### config.mk
export PLATFORM = sky130hd
export DESIGN_NAME = osc_phase_gen
export DESIGN_NICKNAME = d
export VERILOG_FILES = /design/src/rtl/osc_phase_gen.sv
export SDC_FILE = /design/constraint.sdc
export NUM_CORES = 1
export LEC_CHECK = 0
export BUFFER_PORTS_ARGS = -buffer_cell sky130_fd_sc_hd__buf_2
export CAP_MARGIN = 40
export CORE_MARGIN = 4
export CORE_UTILIZATION = 40
export DETAILED_ROUTE_END_ITERATION = 10
export HOLD_SLACK_MARGIN = 0.05
export SYNTH_ARGS = -nofsm -noshare
export SYNTH_HDL_FRONTEND = slang
export SYNTH_SLANG_ARGS = --single-unit
### constraint.sdc
create_clock -name clk -period 5 [get_ports clk]
set_input_delay 0 -clock clk [delete_from_list [all_inputs] [get_ports clk]]
set_output_delay 0 -clock clk [all_outputs]
set_load 0.01 [all_outputs]
### src/rtl/osc_phase_gen.sv
// osc_phase_gen: note-table phase counter with periodic count/dsor snapshots for the divider.
// Optional OSC_DETUNE_EN adds a signed 4-bit detune input latched alongside key/octave.
module osc_phase_gen #(
  parameter int SAMPLE_PERIOD = 256,
  parameter int PHASE_W = 19
) (
  input  logic               clk,
  input  logic               RST,
  input  logic [3:0]         key,
  input  logic [1:0]         octave,
`ifdef OSC_DETUNE_EN
  input  logic [3:0]         detune,
`endif
  output logic [PHASE_W-1:0] count,
  output logic [PHASE_W-1:0] dsor,
  output logic               sample,
  output logic               note_valid
);
  localparam int TW = $clog2(SAMPLE_PERIOD);
  localparam logic [15:0] BASE [16] = '{
    16'd38223, 16'd36077, 16'd34052, 16'd32141, 16'd30337, 16'd28635,
    16'd27027, 16'd25511, 16'd24079, 16'd22727, 16'd21452, 16'd20248,
    16'd0, 16'd0, 16'd0, 16'd0};
  logic [3:0] det_in, pkey, akey, pdet, adet;
  logic [1:0] poct, aoct;
  logic [TW-1:0] tick;
  logic [PHASE_W-1:0] phase, active_div;
  logic active_valid, wrap, load, snap;
`ifdef OSC_DETUNE_EN
  assign det_in = detune;
`else
  assign det_in = '0;
`endif
  always_comb begin
    active_valid = akey < 4'd12;
    active_div = PHASE_W'(BASE[akey] >> aoct) + {{(PHASE_W-4){adet[3]}}, adet};
    wrap = active_valid && phase == active_div - 1'b1;
    load = wrap || !active_valid;
    snap = active_valid && tick == '1;
  end
  // pending note is captured every cycle, reset included, so a held key starts right after release
  always_ff @(posedge clk) begin
    pkey <= key;
    poct <= octave;
    pdet <= det_in;
  end
  always_ff @(posedge clk) begin
    if (RST) begin
      akey <= 4'hF;
      aoct <= '0;
      adet <= '0;
      phase <= '0;
      tick <= '0;
      sample <= 1'b0;
      count <= '0;
      dsor <= '0;
      note_valid <= 1'b0;
    end else begin
      tick <= tick + 1'b1;
      phase <= load ? '0 : phase + 1'b1;
      sample <= snap;
      if (load) begin
        akey <= pkey;
        aoct <= poct;
        adet <= pdet;
        note_valid <= pkey < 4'd12;
      end
      if (snap) begin
        count <= phase;
        dsor <= active_div;
      end
    end
  end
endmodule

## Word-level counts from Yosys, hierarchy flattened

Memories as Yosys holds them, arrays and structs flattened.
Cells that the tools add are included.

- Word-level logic and storage cells: 28
- Flip-flop bits (word level): 79
- Input port bits: 8
- Output and inout port bits: 40
- Memories kept: 1
- Bits in read-only memories: 256

Memory list:

| memory | depth | bits a word | read ports | clocked after Yosys merged registers in | write ports | RTL line | source |
|---|---|---|---|---|---|---|---|
| (name not given) | 16 | 16 | 1 | 0 | 0 | 36 | `active_div = PHASE_W'(BASE[akey] >> aoct) + {{(PHASE_W-4){adet[3]}}, adet};` |

- Mux-type cells: 2
- Order comparisons: 3
- Reduce and logical (&&, ||, !) cells: 5
- Add/sub/neg operators: 3
- Shift operators: 1
- Bitwise logic cells: 1
- Equal/unequal tests: 2

Operators by type and width:

| kind | number |
|---|---|
| two-way mux 16 bit | 2 |
| adder 19 x 1 -> 19 bit (second input constant) | 1 |
| == test 19 bit | 1 |
| right shift 16 x 2 -> 19 bit | 1 |
| subtractor 19 x 1 -> 19 bit (second input constant) | 1 |
| adder 8 x 1 -> 8 bit (second input constant) | 1 |
| == test 8 bit (second input constant) | 1 |
| < comparator 4 bit (second input constant) | 2 |
| greater-or-equal comparator 5 bit (second input constant) | 1 |
| NOT 4 -> 5 bit | 1 |
| logical AND 1 bit | 2 |
| OR reduction 2 bit | 1 |
| logical NOT 1 bit | 1 |
| logical OR 1 bit | 1 |

## Longest topological paths before layout

Gate-level depths: netlist of the first run.

- Depth in word-level cells: 10
- Gate-level depth with buffers: 17
- Depth with buffers taken out: 14

## Worst setup path before layout of the first run

OpenSTA, ideal clock, no wires.

- Kind: register to register
- Start: register akey[1]
- End: register note_valid
- Arrival: 3786 ps
- Path slack: 1093 ps
- Data required time: 4879 ps
- Clock period less this slack: 3907 ps
- Path buffers: 2
- Library setup time: 121 ps
- Stages on the path, launching flop included: 17
- Cell sequence: dfxtp_1 -> inv_1 -> ha_1 -> or3b_2 -> o311a_1 -> o21a_1 -> nor2_1 -> inv_1 -> ha_1 -> clkbuf_1 -> xor2_1 -> and2_4 -> a2111oi_4 -> nand4_4 -> o31a_1 -> buf_6 -> mux2_4

- Longest elaborated chain between the ends: 9
- Elaborated cells on any way between the ends: 11
- Those cells by class: add/sub: 1; order compare: 1; eq/ne: 1; shift: 1; mux: 2; bitwise: 1; reduce/logical: 3; memory: 1

Ends and longest elaborated chain:

| element | RTL line | source |
|---|---|---|
| start: declaration | 24 | `logic [3:0] det_in, pkey, akey, pdet, adet;` |
| start signal: assignment | 63 | `akey <= pkey;` |
| NOT 4 -> 5 bit (implied by the code) | 36 |  |
| memory read (16 x 16 bit) | -- |  |
| two-way mux 16 bit (implied by the code) (2 in series) | 36 |  |
| right shift 16 x 2 -> 19 bit | 36 |  |
| subtractor 19 x 1 -> 19 bit | 37 | `wrap = active_valid && phase == active_div - 1'b1;` |
| == test 19 bit | 37 |  |
| logical AND 1 bit | 37 |  |
| logical OR 1 bit * | 38 | `load = wrap \|\| !active_valid;` |
| end signal: assignment | 66 | `note_valid <= pkey < 4'd12;` |
| end: declaration | 17 | `output logic note_valid` |

Mark *: on every way between the ends. The rest lies on a longest branch, timed or not. The select of a mux whose other input is x is not followed.
A chain may end at the register's enable or synchronous reset.

## Worst setup path after layout of the first run

- Start: register akey[1]
- End: register phase[9]

- Longest elaborated chain between the ends: 10
- Elaborated cells on any way between the ends: 12
- Those cells by class: add/sub: 1; order compare: 1; eq/ne: 1; shift: 1; mux: 2; bitwise: 1; reduce/logical: 4; memory: 1

Ends and longest elaborated chain:

| element | RTL line | source |
|---|---|---|
| NOT 4 -> 5 bit (implied by the code) | 36 |  |
| memory read (16 x 16 bit) | -- |  |
| two-way mux 16 bit (implied by the code) (2 in series) | 36 |  |
| right shift 16 x 2 -> 19 bit | 36 |  |
| subtractor 19 x 1 -> 19 bit | 37 |  |
| == test 19 bit | 37 |  |
| logical AND 1 bit | 37 |  |
| logical OR 1 bit * | 38 |  |
| OR reduction 2 bit (no line) * | -- |  |
| end signal: assignment | 60 | `phase <= load ? '0 : phase + 1'b1;` |
| end: declaration | 27 | `logic [PHASE_W-1:0] phase, active_div;` |

Marked as above.

==> results of run 1 <==
-- layer usage --
metal  track usage (%)  share of wire (%)  vias up
met5                 0                  0        -
met1             23.78                 45     1901
met3             3.501                5.8       37
met4             10.58                3.9        0
met2             28.66                 46      135
li1                  -                  -     1995
-- power breakdown --
part	total (W)	leakage [nW]	switching (W)	internal [W]
Clock	0.000420	0.0864	0.000240	0.000180
Sequential	0.000651	0.617	0.0000339	0.000618
Combinational	0.000449	1.19	0.000270	0.000179
Total	0.00152	1.89	0.000544	0.000977
-- placed cells by master, fill, tap and decap left out, types with 6 or more instances in the layout --
cell,n
inv_1,15
nor3_1,13
nor2b_1,11
buf_4,8
mux2i_1,10
dfxtp_1,76
nand4_1,7
nand3_1,15
o21ai_0,12
buf_2,44
nand3b_1,6
xor2_1,17
clkbuf_8,9
or3_1,7
dlygate4sd3_1,6
ha_1,11
nand2_1,72
xnor2_1,18
nor2_1,64
a21oi_1,51
-- cells by family after synthesis --
family | count (synthesis) | share of synthesized area, %
compound gates | 124 | 19.13
fa+ha+maj | 11 | 3.085
mux | 13 | 3.169
buf+inv | 57 | 6.646
simple gates | 236 | 26.56
flops | 76 | 34.10
other cells | 1 | 0.08405
xor+xnor | 36 | 7.235
-- timing repair --
action | CTS | global route
endpoints found under the hold margin | 6 | 0
buffers inserted | 0 | 0
hold buffers | 6 | 0
setup endpoints to repair | 0 | 0
-- Yosys cell counts (3+ instances only) --
| cell type | number | share of area (%) |
|---|---|---|
| dfxtp_1 | 76 | 34 |
| nand2_1 | 72 | 6.1 |
| nor2_1 | 64 | 5.4 |
| a21oi_1 | 51 | 5.7 |
| clkbuf_1 | 21 | 1.8 |
| xnor2_1 | 18 | 3.5 |
| xor2_1 | 17 | 3.3 |
| inv_1 | 15 | 1.3 |
| nand3_1 | 15 | 1.7 |
| nor3_1 | 14 | 1.6 |
| o21ai_0 | 12 | 1.3 |
| ha_1 | 11 | 3.1 |
| nor2b_1 | 11 | 1.5 |
| mux2i_1 | 10 | 2.2 |
| buf_4 | 9 | 1.5 |
| nand4_1 | 7 | 0.98 |
| or3_1 | 7 | 0.98 |
| buf_2 | 6 | 0.67 |
| nand3b_1 | 6 | 1.0 |
| a211oi_1 | 5 | 0.84 |
| a2bb2oi_1 | 5 | 0.98 |
| and3_1 | 5 | 0.70 |
| o31ai_1 | 5 | 0.84 |
| or2_2 | 5 | 0.70 |
| buf_6 | 4 | 1.0 |
| nand2b_1 | 4 | 0.56 |
| o21a_1 | 4 | 0.67 |
| a22oi_1 | 3 | 0.50 |
| a31oi_1 | 3 | 0.42 |
| and2_1 | 3 | 0.42 |
| nor3b_1 | 3 | 0.50 |
| nor4bb_1 | 3 | 0.67 |
| o22ai_1 | 3 | 0.42 |
-- sequential cells by signal (all words and copies together), names as in the netlist --
| register | flops |
|---|---|
| akey | 4 |
| poct | 2 |
| aoct | 2 |
| note_valid | 1 |
| sample | 1 |
| count | 19 |
| phase | 19 |
| dsor | 16 |
| tick | 8 |
| pkey | 4 |
-- path summary, 6_finish.rpt --
| check | from | to | slack, ns | cells past startpoint |
|---|---|---|---|---|
| hold / removal | RST | dsor[1] | 0.07 | 2 |
| hold reg to reg | poct[1] | aoct[1] | 0.44 | 2 |
| setup reg to reg | akey[1] | phase[9] | 0.63 | 14 |
| setup / recovery | akey[1] | phase[9] | 0.63 | 14 |
-- layout make-up --
| cell class | count | area share [%] |
|---|---|---|
| Multi-Input combinational cell | 423 | 53.72 |
| Sequential cell | 76 | 30.77 |
| Clock inverter | 6 | 0.8097 |
| Timing Repair Buffer | 59 | 7.439 |
| Inverter | 15 | 1.139 |
| Tap cell | 140 | 3.543 |
| Clock buffer | 10 | 2.581 |
-- per-stage QoR --
step | total power [W] | hold slack, ns | instances
after detailed placement | 0.001100 | 0.1072 | 707
after floorplan | 0.001007 | 0.02772 | 556
after global routing | 0.001605 | 0.09973 | 729
after CTS | 0.001526 | 0.05871 | 729
final | 0.001521 | 0.07112 | 729
after global placement | 0.001093 | 0.1068 | 706
==> results_dict.tcl, run 1 <==
set metrics [dict create \
    finalSetupViolations 0 \
    worstPathRequired_ns 5.23 \
    leakage_nw 1.892 \
    cts.sinks 76 \
    critPathLaunchType "flop" \
    via_count 4068 \
    clock.fmax_mhz 228.6 \
    cts-resized-gates 0 \
    htreeDepth 3 \
    drc 0 \
    drt_wl_total_mm 11.45 \
    cts_buffer_depth 2 \
    synthArstFlopShare_pct 0 \
    core_area_um2 10890 \
    peakVddDrop_mv 0.1618 \
    cts_tree "yes" \
    antenna_found_initial 0 \
    cap_violations 0 \
    crit_fanout 18 \
    grt_pass1_vias 3913 \
    fin_ws_ns 0.6261 \
    cp.arrival_ns 4.61 \
    yosysUniqueCellTypes 78 \
    fill_cells 1083 \
    post-route-util_pct 45.41 \
    crit_family "compound AO/OA/AOI/OAI gates" \
    finalCritPeriodShare_pct 87.48 \
    firstDrtPassIters 5 \
    hpwl_mm 8.326 \
    syn_to_final_growth_pct 10.82 \
    design.portCount 48 \
    fin_skew_ns 0.01342 \
    min-delay-path-class "primary input to flop" \
    die_h_um 113.6 \
    cp_slowest_cell "o311ai_4" \
    ant_nets 0 \
    power_density_nw_per_um2 307.5 \
    grt_pass1_wl_mm 19.16 \
    worst_pin_slew_ns 0.8987 \
    cts-root-buf "clkbuf_8" \
    clk_latency_ns 0.38 \
    seq_area_frac_synth_pct 34.10 \
    ys_seq_elements 76 \
    critPathCaptureType "flop" \
    post-route-cell-area_um2 4945 \
    placedInstanceArea_um2 4717 \
    min_period_ns 4.374 \
    synth_edf_count 0 \
    synth_top_flop_cell "dfxtp_1" \
    path_buf_inv 2 \
    die_w_um 113.6 \
    crit_chain "inv_1, ha_1, or3b_2, o311a_1, o21a_1, nor2_1, inv_1, ha_1, xor2_1, o22ai_1, a211oi_1, o2111ai_1, o311ai_4, nor2_1" \
    final_max_slew_viol_count 0 \
    yosys_warnings 0 \
    die-area_um2 12910 \
    n_antenna_cell 0 \
    place.gp.congestion 0.9602 \
    numPortBuffers 44 \
    status "completed" \
    track_usage_pct 18.40 \
    crit_type "flop to flop" \
    regArea_um2 1521 \
    synth_area_um2 4462 \
    slew_headroom_pct 40.00 \
    drive_gt1_share_pct 15.28 \
    finalHoldViolations 0 \
    clk_pin_slew_ns 0.09 \
    grt-ovfl-total 0 \
    drt-initial-drc-count 314 \
    start_util_pct 40.98 \
    grt_max_degree 40 \
    synth_area_per_cell_um2 8.054 \
    multi_input_area_um2 2656 \
    numCtsBuffers 9 \
    setup_tns_ns 0 \
    vias_per_cell 5.580 \
    grt_setup_unrepaired "no" \
    wl_per_cell_um 15.70 \
    nNetsFinal 603 \
    critPathMaxStageDelay_ns 0.74 \
    post-place-ws_ns 0.6675 \
    std_cell_rows 38 \
    synthCells 554 \
]
Power figures use the tool's default switching activity.
==> run 2: changes to the inputs <==
--- a/config.mk
+++ b/config.mk
@@ -5,12 +5,14 @@
 export SDC_FILE = /design/constraint.sdc
 export NUM_CORES = 1
 export LEC_CHECK = 0
+export ABC_AREA = 1
 export BUFFER_PORTS_ARGS = -buffer_cell sky130_fd_sc_hd__buf_2
 export CAP_MARGIN = 40
 export CORE_MARGIN = 4
-export CORE_UTILIZATION = 40
+export CORE_UTILIZATION = 59
 export DETAILED_ROUTE_END_ITERATION = 10
 export HOLD_SLACK_MARGIN = 0.05
+export PLACE_DENSITY = 0.8
 export SYNTH_ARGS = -nofsm -noshare
 export SYNTH_HDL_FRONTEND = slang
 export SYNTH_SLANG_ARGS = --single-unit
==> results_dict.tcl, run 2 <==
set metrics [dict create \
    critPathMaxStageDelay_ns 0.52 \
    clk_latency_ns 0.35 \
    synth_top_family_by_area "simple AND/OR/NAND/NOR gates" \
    drive_gt1_share_pct 13.69 \
    worstPathRequired_ns 5.23 \
    start_util_pct 60.86 \
    ys_top_cells_by_area "dfxtp_1 37%, nand2_1 16%, nand3_1 9.8%, inv_1 5.8%, a21oi_1 4.5%" \
    setup_tns_ns 0 \
    critPathLaunchType "flop" \
    crit_type "flop to flop" \
    path_depth 21 \
    layout_common_cells "181 x nand2_1, 81 x nand3_1, 76 x dfxtp_1, 64 x inv_1, 47 x nor2_1" \
    fin_skew_ns 0.01290 \
    synth_most_common_cell "nand2_1" \
    placedInstanceArea_um2 4447 \
    place.gp.congestion 0.9438 \
    post-route-util_pct 68.53 \
    crit_chain "inv_1, ha_1, nand2_1, o21ai_0, nand2_1, nand3_1, nand3_1, nand2_1, inv_2, ha_1, inv_1, nor2_1, inv_1, nand4_1, nand3_1, nor2_1, nand3_1, nor2_2, nor2_4, nand2_4, a21oi_1" \
    die-area_um2 8454 \
    power.share.clock_pct 28.0 \
    synth_xor_area_share_pct 3.160 \
    numPortBuffers 44 \
    cts.sinks 76 \
    grt_pass1_wl_mm 16.92 \
    path_buf_inv 4 \
    slew_headroom_pct 55.79 \
    status "completed" \
    cts_buffer_depth 2 \
    cp_slowest_cell "dfxtp_1" \
    crit_fanout 19 \
    fill_cells 628 \
    htreeDepth 3 \
    numCtsBuffers 9 \
    min_period_ns 3.506 \
    grt_max_degree 37 \
    synth_area_um2 4158 \
    post-cts-setup-buffers 0 \
    mostFrequentLayoutCell "nand2_1" \
    drt-initial-drc-count 360 \
    pwr-share-comb_pct 29.3 \
    synth_area_per_cell_um2 6.642 \
    synth_top_area_cell "dfxtp_1" \
    p_total_w 0.001497 \
    cts_tree "yes" \
    finalCritPeriodShare_pct 70.12 \
    final_max_slew_viol_count 0 \
    synth_common_cells "181 x nand2_1, 81 x nand3_1, 76 x dfxtp_1" \
    core_area_um2 6832 \
    worst_pin_slew_ns 0.6624 \
    clock.fmax_mhz 285.2 \
    cts-root-buf "clkbuf_8" \
    cap_violations 0 \
    n_antenna_cell 0 \
    syn_to_final_growth_pct 12.61 \
    drc 0 \
    critPathLaunch "akey[1]" \
    seq_area_frac_synth_pct 36.59 \
    grt-ovfl-total 0 \
    power_density_nw_per_um2 319.7 \
    track_usage_pct 24.44 \
    synthArstFlopShare_pct 0 \
    grt_setup_unrepaired "no" \
    crit_top_cell "nand3_1" \
    post-route-cell-area_um2 4682 \
    die_w_um 91.95 \
    peakVddDrop_mv 0.1715 \
    via_count 4168 \
    p_sw_share_pct 36.76 \
    r2r_setup_slack_ns 1.49 \
    ant_nets 0 \
    design.portCount 48 \
    std_cell_rows 30 \
    leakage_nw 2.197 \
    synth_edf_count 0 \
    yosysUniqueCellTypes 31 \
    finalHoldViolations 0 \
    firstDrtPassIters 5 \
    switchingPower_w 0.0005502 \
    reg_top3 "count (19), phase (19), dsor (16)" \
    wl_per_cell_um 13.10 \
    die_h_um 91.95 \
    drt_wl_total_mm 10.06 \
    finalSetupViolations 0 \
    seqPwrFrac_pct 42.8 \
    synth-simple-area-share_pct 37.26 \
    grt_pass1_vias 3737 \
    yosys_warnings 0 \
    synth_top_flop_cell "dfxtp_1" \
    synth_compound_area_share_pct 10.47 \
    hpwl_mm 7.404 \
    synth_top_area_share_pct 36.59 \
    antenna_found_initial 0 \
    crit_family "simple AND/OR/NAND/NOR gates" \
    endpoint "phase[10]" \
    fin_ws_ns 1.494 \
    synthCells 626 \
    r2r_end "phase[10]" \
    min-delay-path-class "primary input to flop" \
    worstRegToRegCells 21 \
    clk_pin_slew_ns 0.08 \
    p_int_w 0.0009466 \
    cp.arrival_ns 3.73 \
    synthAdderAreaFrac_pct 3.310 \
    synth_mux_area_share_pct 0 \
    timing.rr.start "akey[1]" \
    vias_per_cell 5.427 \
    nNetsFinal 688 \
    ys_seq_elements 76 \
    critPathCaptureType "flop" \
    post-place-ws_ns 1.597 \
]
-- run 2: cell count changes after synthesis, moves of 7 or more --
cell      delta
o211ai_1    +11
nand3_1     +66
xnor2_1     -15
a21oi_1     -14
or3_1        -7
clkbuf_1    -15
inv_1       +49
mux2i_1     -10
nor2b_1     -11
nor2_2      +13
o21ai_0     +15
nor2_1      -17
buf_1        +7
nand2_1    +109
-- run 2: routing by layer --
layer / vias to the layer above / part of all wire (%) / global-route usage [%] / wire (um)
li1: 2085 / - / - / -
met1: 1887 / 44 / 32.38 / 4438
met2: 169 / 47 / 39.11 / 4680
met3: 27 / 6.7 / 4.266 / 672
met4: 0 / 2.6 / 10.52 / 265
met5: - / 0 / 0 / 0
-- run 2: worst min-delay path by stage --
stage / from / endpoint / slack (ns) / depth (start not counted)
2_1_floorplan: key[0] / pkey[0] / 0.03 / 0
3_3_place_gp: octave[0] / poct[0] / 0.10 / 1
3_5_place_dp: key[2] / pkey[2] / 0.10 / 1
4_1_cts: key[1] / pkey[1] / 0.27 / 2
5_1_grt: key[0] / pkey[0] / 0.30 / 2
6_report: key[1] / pkey[1] / 0.29 / 2
-- run 2: kinds of logic (layout without fill, tap and decap cells) --
kind of cell | Yosys count | count (layout)
buffers and inverters | 92 | 136
other | 1 | 3
and+or+nand+nor | 352 | 352
adders and majority gates | 11 | 11
AOI/OAI and AO/OA | 79 | 79
DFF | 76 | 76
xor gates and xnor gates | 15 | 15
-- run 2: repair_timing --
item	4_1_cts	5_1_grt
hold endpoints to repair	14	0
resized for setup	0	0
hold buffers	7	0
endpoints found under the setup margin	0	0
-- run 2: final cells by class --
type	instances	area [um^2]	area share (%)
multi-input combinational	460	2265	48.37
sequential	76	1521	32.50
timing repair buffer	54	352.8	7.536
inverter	68	257.7	5.505
clock buffer	11	141.4	3.020
tap	96	120.1	2.565
clock inverter	3	23.77	0.5077
-- run 2: power groups by stage --
| stage | Clock, W | Sequential, W | Combinational, W |
|---|---|---|---|
| finish | 0.000419 | 0.000640 | 0.000438 |
| detailed placement | 0 | 0.000654 | 0.000422 |
| CTS | 0.000428 | 0.000640 | 0.000429 |
| floorplan | 0 | 0.000642 | 0.000353 |
| global route | 0.000452 | 0.000643 | 0.000499 |
| global placement | 0 | 0.000653 | 0.000414 |
-- run 2: through the flow --
step                      cells  hold WS [ns]
after floorplan             628       0.02772
after global placement      745        0.1024
after CTS                   768        0.2682
final                       768        0.2861
after detailed placement    747        0.1036
after global routing        768        0.2958
